==> src/rtl/pe_operand_feeder.sv <==
// Operand-pair buffer that streams (image, weight) pairs into the first MAC PE, then runs the PE_finish/stop handshake.
// Optional FEEDER_TC2SM_EN: converts two's-complement write data to sign-magnitude before storing it.
module pe_operand_feeder #(
  parameter int dec_part      = 3,
  parameter int mantissa_part = 12,
  parameter int DEPTH         = 16,
  localparam int W  = dec_part + mantissa_part + 1,
  localparam int CW = $clog2(DEPTH + 1)
) (
  input  logic          clock,
  input  logic          rstn,
  input  logic          wr_en,
  input  logic [W-1:0]  wr_image,
  input  logic [W-1:0]  wr_weight,
  output logic          wr_ready,
  input  logic          start,
  output logic          busy,
  output logic [CW-1:0] count,
  output logic [W-1:0]  image,
  output logic [W-1:0]  weight,
  output logic          init,
  output logic          PE_finish,
  input  logic          stop,
  output logic          done
);
  localparam int AW = (DEPTH > 1) ? $clog2(DEPTH) : 1;

  typedef enum logic [1:0] {IDLE, STREAM, FINISH} state_t;
  state_t state, next_state;

  logic [W-1:0]  mem_image [DEPTH];
  logic [W-1:0]  mem_weight[DEPTH];
  logic [AW-1:0] rd_ptr, rd_ptr_d;
  logic [AW-1:0] rd_next;
  logic [W-1:0]  image_d, weight_d;
  logic [CW-1:0] count_d;
  logic          init_d, pe_finish_d, done_d;
  logic          wr_fire, last;
  logic [W-1:0]  store_image, store_weight;

`ifdef FEEDER_TC2SM_EN
  // Most-negative input has no positive counterpart; saturate its magnitude.
  function automatic logic [W-1:0] to_sm(input logic [W-1:0] x);
    logic [W-1:0] neg;
    neg = ~x + W'(1);
    if (!x[W-1])
      return x;
    else if (x[W-2:0] == '0)
      return {1'b1, {(W-1){1'b1}}};
    else
      return {1'b1, neg[W-2:0]};
  endfunction

  assign store_image  = to_sm(wr_image);
  assign store_weight = to_sm(wr_weight);
`else
  assign store_image  = wr_image;
  assign store_weight = wr_weight;
`endif

  assign wr_ready = (state == IDLE) && (count < CW'(DEPTH)) && !start;
  assign wr_fire  = wr_en && wr_ready;
  assign last     = (CW'(rd_ptr) == count - CW'(1));
  assign rd_next  = rd_ptr + AW'(1);

  always_ff @(posedge clock) begin
    if (!rstn) begin
      state     <= IDLE;
      busy      <= 1'b0;
      count     <= '0;
      rd_ptr    <= '0;
      image     <= '0;
      weight    <= '0;
      init      <= 1'b0;
      PE_finish <= 1'b0;
      done      <= 1'b0;
    end else begin
      state     <= next_state;
      busy      <= (next_state != IDLE);
      count     <= count_d;
      rd_ptr    <= rd_ptr_d;
      image     <= image_d;
      weight    <= weight_d;
      init      <= init_d;
      PE_finish <= pe_finish_d;
      done      <= done_d;
    end
  end

  always_ff @(posedge clock) begin
    if (wr_fire) begin
      mem_image[count[AW-1:0]]  <= store_image;
      mem_weight[count[AW-1:0]] <= store_weight;
    end
  end

  always_comb begin
    next_state = state;
    case (state)
      IDLE:    if (start && count != '0) next_state = STREAM;
      STREAM:  if (last) next_state = FINISH;
      FINISH:  if (stop) next_state = IDLE;
      default: next_state = IDLE;
    endcase
  end

  always_comb begin
    image_d     = image;
    weight_d    = weight;
    init_d      = init;
    pe_finish_d = PE_finish;
    done_d      = 1'b0;
    count_d     = count;
    rd_ptr_d    = rd_ptr;
    case (state)
      IDLE: begin
        if (wr_fire) count_d = count + CW'(1);
        if (start && count != '0) begin
          rd_ptr_d = '0;
          image_d  = mem_image[0];
          weight_d = mem_weight[0];
          init_d   = 1'b1;
        end
      end
      STREAM: begin
        if (last) begin
          init_d      = 1'b0;
          image_d     = '0;
          weight_d    = '0;
          pe_finish_d = 1'b1;
        end else begin
          rd_ptr_d = rd_next;
          image_d  = mem_image[rd_next];
          weight_d = mem_weight[rd_next];
          init_d   = 1'b1;
        end
      end
      FINISH: begin
        // Buffer contents stay; clearing count is what invalidates them.
        if (stop) begin
          pe_finish_d = 1'b0;
          done_d      = 1'b1;
          count_d     = '0;
        end
      end
      default: ;
    endcase
  end
endmodule

==> config.mk <==
export PLATFORM = sky130hd
export DESIGN_NAME = pe_operand_feeder
export DESIGN_NICKNAME = d
export VERILOG_FILES = /design/src/rtl/pe_operand_feeder.sv
export SDC_FILE = /design/constraint.sdc
export NUM_CORES = 1
export LEC_CHECK = 0
export ABC_CLOCK_PERIOD_IN_PS = 12900
export CAP_MARGIN = 20
export CORE_ASPECT_RATIO = 0.8
export CORE_MARGIN = 8
export CORE_UTILIZATION = 63
export CTS_CLUSTER_DIAMETER = 200
export DETAILED_ROUTE_END_ITERATION = 16
export PLACE_DENSITY = 0.92
export SETUP_SLACK_MARGIN = 0.4
export SLEW_MARGIN = 20
export SYNTH_ARGS = -nofsm -noshare
export SYNTH_HDL_FRONTEND = slang
export SYNTH_SLANG_ARGS = --single-unit
==> constraint.sdc <==
create_clock -name clock -period 12.9 [get_ports clock]
set_clock_uncertainty 0.15 [all_clocks]
set_input_delay 3.87 -clock clock [delete_from_list [all_inputs] [get_ports clock]]
set_output_delay 3.87 -clock clock [all_outputs]
set_load 0.03 [all_outputs]
# --- Word-level counts from Yosys, hierarchy flattened ---
# Memories as Yosys holds them, arrays and structs flattened.
# Cells that the tools add are included.
word_totals:
  ff_bits: 47
  latchBits: 0
  mem_bits_rw: 512
  mem_bits_ro: 0
  in_bits: 37
  n_memories: 2
op_classes:
  add_sub_neg: 3
  n_mul: 0
  div: 0
  order_cmp: 1
  eq_ne: 8
  n_shift: 0
  muxes: 25
  bitwise_logic: 0
  n_reduce_logical: 16
memory_table:
  columns: ["name", "words", "width", "rd", "rd_ports_with_merged_regs", "wr", "line_no", "rtl"]
  rows:
  - ["mem_image", 16, 16, 2, 0, 1, "31", "logic [W-1:0] mem_image [DEPTH];"]
  - ["mem_weight", 16, 16, 2, 0, 1, "32", "logic [W-1:0] mem_weight[DEPTH];"]
op_table:
  columns: ["cell", "count"]
  rows:
  - ["$mux 16", 4]
  - ["$pmux 16 s2", 2]
  - ["$mux 5", 2]
  - ["$pmux 5 s2", 1]
  - ["$reduce_and 3->1", 3]
  - ["$mux 4", 2]
  - ["$ne 2x2->1 const B", 4]
  - ["$pmux 4 s2", 1]
  - ["$reduce_bool 2->1", 4]
  - ["$mux 1", 7]
  - ["$mux 2", 3]
  - ["$pmux 2 s3", 1]
  - ["$add 5x1->5 const B", 1]
  - ["$eq 4x5->1", 1]
  - ["$lt 5x5->1 const B", 1]
  - ["$reduce_bool 5->1", 1]
  - ["$sub 5x1->5 const B", 1]
  - ["$add 4x1->4 const B", 1]
  - ["$logic_and 1x1->1", 4]
  - ["$pmux 1 s2", 2]
  - ["$reduce_and 2->1", 2]
  - ["$eq 2x1->1 const B", 1]
  - ["$eq 2x2->1 const B", 1]
  - ["$logic_not 2->1", 1]
  - ["other kinds (2)", 2]

# --- Longest topological paths before layout ---
depth:
  depth_word: 6
  mapped_depth: 9
  depth_no_buf: 7

# --- Worst setup path before layout ---
# No wires, ideal clock.
synth_timing:
  kind: "input-to-output"
  startpoint: "in start"
  endpoint: "out wr_ready"
  t_arrival_ps: 4880
  required_ps: 8880
  setup_slack_ps: 4000
  stages: 1
  cell_sequence: "nor4_1"
synth_via:
  elab_chain_len: 2
synth_lines:
  columns: ["item", "line_no", "rtl"]
  rows:
  - ["start: declaration", "16", "input logic start,"]
  - ["$logic_not 1->1", "61", "assign wr_ready = (state == IDLE) && (count < CW'(DEPTH)) && !start;"]
  - ["$logic_and 1x1->1", "61", null]
  - ["end: declaration", "15", "output logic wr_ready,"]
# No other way between the ends.

# --- Final worst setup path ---
# Ends and elaborated chain as after synthesis.

==> impl_metrics.json <==
{
  "status": "complete, no violations",
  "dpl.cell_count": 1688,
  "syn_inst": 1187,
  "dr.pass1.iters": 5,
  "synth.distinct_cells": 44,
  "async_reset_ff_share_pct": 0,
  "area_growth_pct": 14.1,
  "drv_slew": 0,
  "p_per_area_mw_per_mm2": 151,
  "io_pins": 79,
  "start_util_pct": 63.6,
  "rr_worst_depth": 6,
  "worstMarginPinSlew_ns": 1.19,
  "vias": 12148,
  "finalWirelength_um": 53100,
  "setup_violations": 0,
  "final_cell_mix": "edfxtp_1, nand2_1, mux4_2",
  "gp_congestion": 0.791,
  "setup_tns_ns": 0,
  "final.period_utilization_pct": 74.7,
  "routed_via_density": 6.81,
  "crit_path_end_kind": "output pin",
  "grt_pass1_wl_um": 78700,
  "core-area_mm2": 0.0346,
  "cts-root-buf": "clkbuf_16",
  "synth-seq-area-share_pct": 74.3,
  "antenna_found_initial": 2,
  "drive_gt1_share_pct": 20.0,
  "maxCapViolations": 0,
  "die_w_um": 225,
  "numCtsBuffers": 51,
  "path_clk_slew_ns": 0.06,
  "cts_sinks": 559,
  "grt_pass1_vias": 12730,
  "mostFrequentLayoutCell": "edfxtp_1",
  "cts_max_level": 2,
  "post-cts-setup-buffers": 0,
  "drt_iter0_markers": 1795,
  "power_leakage_nw": 7.91,
  "die_h_um": 183,
  "syn-num-nets": 1230,
  "synth_edf_count": 512,
  "hold_buffers": 0,
  "finalHoldViolations": 0,
  "synth_seq_cells": 559,
  "final_nets": 1312,
  "vdd_drop_max_mv": 0.141,
  "drc": 0,
  "syn_area_per_cell_um2": 18.5,
  "cts_tree": "yes",
  "die_area_mm2": 0.0411,
  "slew_headroom_pct": 20.4,
  "min_path_type": "flop to flop",
  "worstPathRequired_ns": 8.88,
  "holdCritStartpoint": "PE_finish",
  "critPathArrivalTime_ns": 5.62,
  "min_path_cells": 2,
  "ys_warn_count": 0,
  "hpwl_um": 28000,
  "globalRouteOverflowTotal": 0,
  "r2r_slack_ns": 9.08,
  "rsz0062_at_grt": "false",
  "track_usage_pct": 25.8,
  "cts_resized": 0,
  "rows": 61,
  "ant_nets": 0,
  "synth-main-ff-cell": "edfxtp_1",
  "worst_r2r_endpoint": "image[0]",
  "num-fill-cells": 1912,
  "portBuffers": 78,
  "critPathKind": "input port to output pin",
  "synthesis.area_mm2": 0.0220,
  "fin_crit_ns": 9.64,
  "fin_cells": 1785,
  "r2r-start": "rd_ptr[0]",
  "max_freq_ghz": 0.104,
  "grt_start_max_net_pins": 71,
  "path_max_fanout": 3,
  "wl_per_cell_um": 29.7,
  "hold_end": "PE_finish",
  "cts_buffer_depth": 3,
  "clk_latency_ns": 0.58,
  "worstSetupStartpointType": "input port"
}
## layer usage
metal / global-route usage, % / vias to the layer above / wire length [um]
met5: 0 / - / 0
li1: - / 4924 / -
met1: 32.4 / 6166 / 18200
met3: 4.71 / 178 / 5470
met2: 43.5 / 880 / 26900
met4: 12.8 / 0 / 2560
## area by class of cell
| cell class | count | area, um^2 | area share, % |
|---|---|---|---|
| clock inverters | 25 | 284 | 1.13 |
| clock buffers | 70 | 1410 | 5.63 |
| diodes | 2 | 5.00 | 0.0200 |
| flip-flops and latches | 559 | 16300 | 65.1 |
| repair buffers | 107 | 1010 | 4.03 |
| inverters | 35 | 131 | 0.524 |
| well taps | 472 | 591 | 2.36 |
| multi-input cells | 515 | 5320 | 21.2 |
## power breakdown
group | switching (mW) | total, mW | internal (mW)
clock | 0.664 | 1.54 | 0.874
sequential | 0.0225 | 2.02 | 2.00
combinational | 0.137 | 0.241 | 0.104
## per-stage QoR
stage	power [mW]	util (%)	hold slack [ns]	worst slack, ns	instance area, um^2
after floorplan	2.20	-	0.336	4.00	22000
after global placement	2.28	67.5	0.314	3.40	23300
after detailed placement	2.29	67.6	0.315	3.29	23400
after CTS	3.81	72.5	0.347	3.29	25100
after global routing	3.89	72.5	0.394	3.20	25100
final	3.80	72.5	0.348	3.26	25100
## worst max-delay path, cell delays in order
cell and delay, ns:
clkdlybuf4s50_1 0.48, nor4_1 0.46, clkdlybuf4s50_1 0.80
## cell usage after synthesis (2+ instances only)
cell type    n  area, um^2
inv_1       34         128
nor2b_1      5        31.3
nand3b_1    33         248
edfxtp_1   512       15400
o41ai_1     32         280
o211ai_1     2        15.0
buf_1        8        30.0
nor3_1       5        25.0
nand2_1    140         526
xnor2_1      3        26.3
nand2b_1     3        18.8
clkbuf_1    40         150
a21oi_1      7        35.0
and2_1       2        12.5
nand3_1     37         185
o21ai_1     21         105
nor2_1      21        78.8
o21a_1       2        15.0
buf_6        6        67.6
a32o_1      32         320
mux4_2     128        2880
xor2_1       5        43.8
o21ai_0     15        75.1
dfxtp_1     47         941
buf_2       22         110
buf_4        2        15.0
ha_1         6        75.1
## cell families after synthesis
logic type | synth area share, %
adder cells (fa/ha/maj) | 0.342
XOR/XNOR | 0.319
flip-flops | 74.3
AND/OR/NAND/NOR | 5.51
buffers and inverters | 2.29
multiplexers | 13.1
AO/OA/AOI/OAI | 4.16
## registers in the layout, indices dropped and copies added (netlist names)
register / cells
init: 1
mem_weight: 256
rd_ptr: 4
count: 5
image: 16
state: 2
busy: 1
weight: 16
PE_finish: 1
mem_image: 256
done: 1
## how the worst max path moves through the flow
stage	start	end	slack, ns
final	start	wr_ready	3.26
after global routing	start	wr_ready	3.20
after CTS	start	wr_ready	3.29
after detailed placement	start	wr_ready	3.29
after global placement	start	wr_ready	3.40
after floorplan	start	wr_ready	4.00
(Power assumes the default switching activity.)
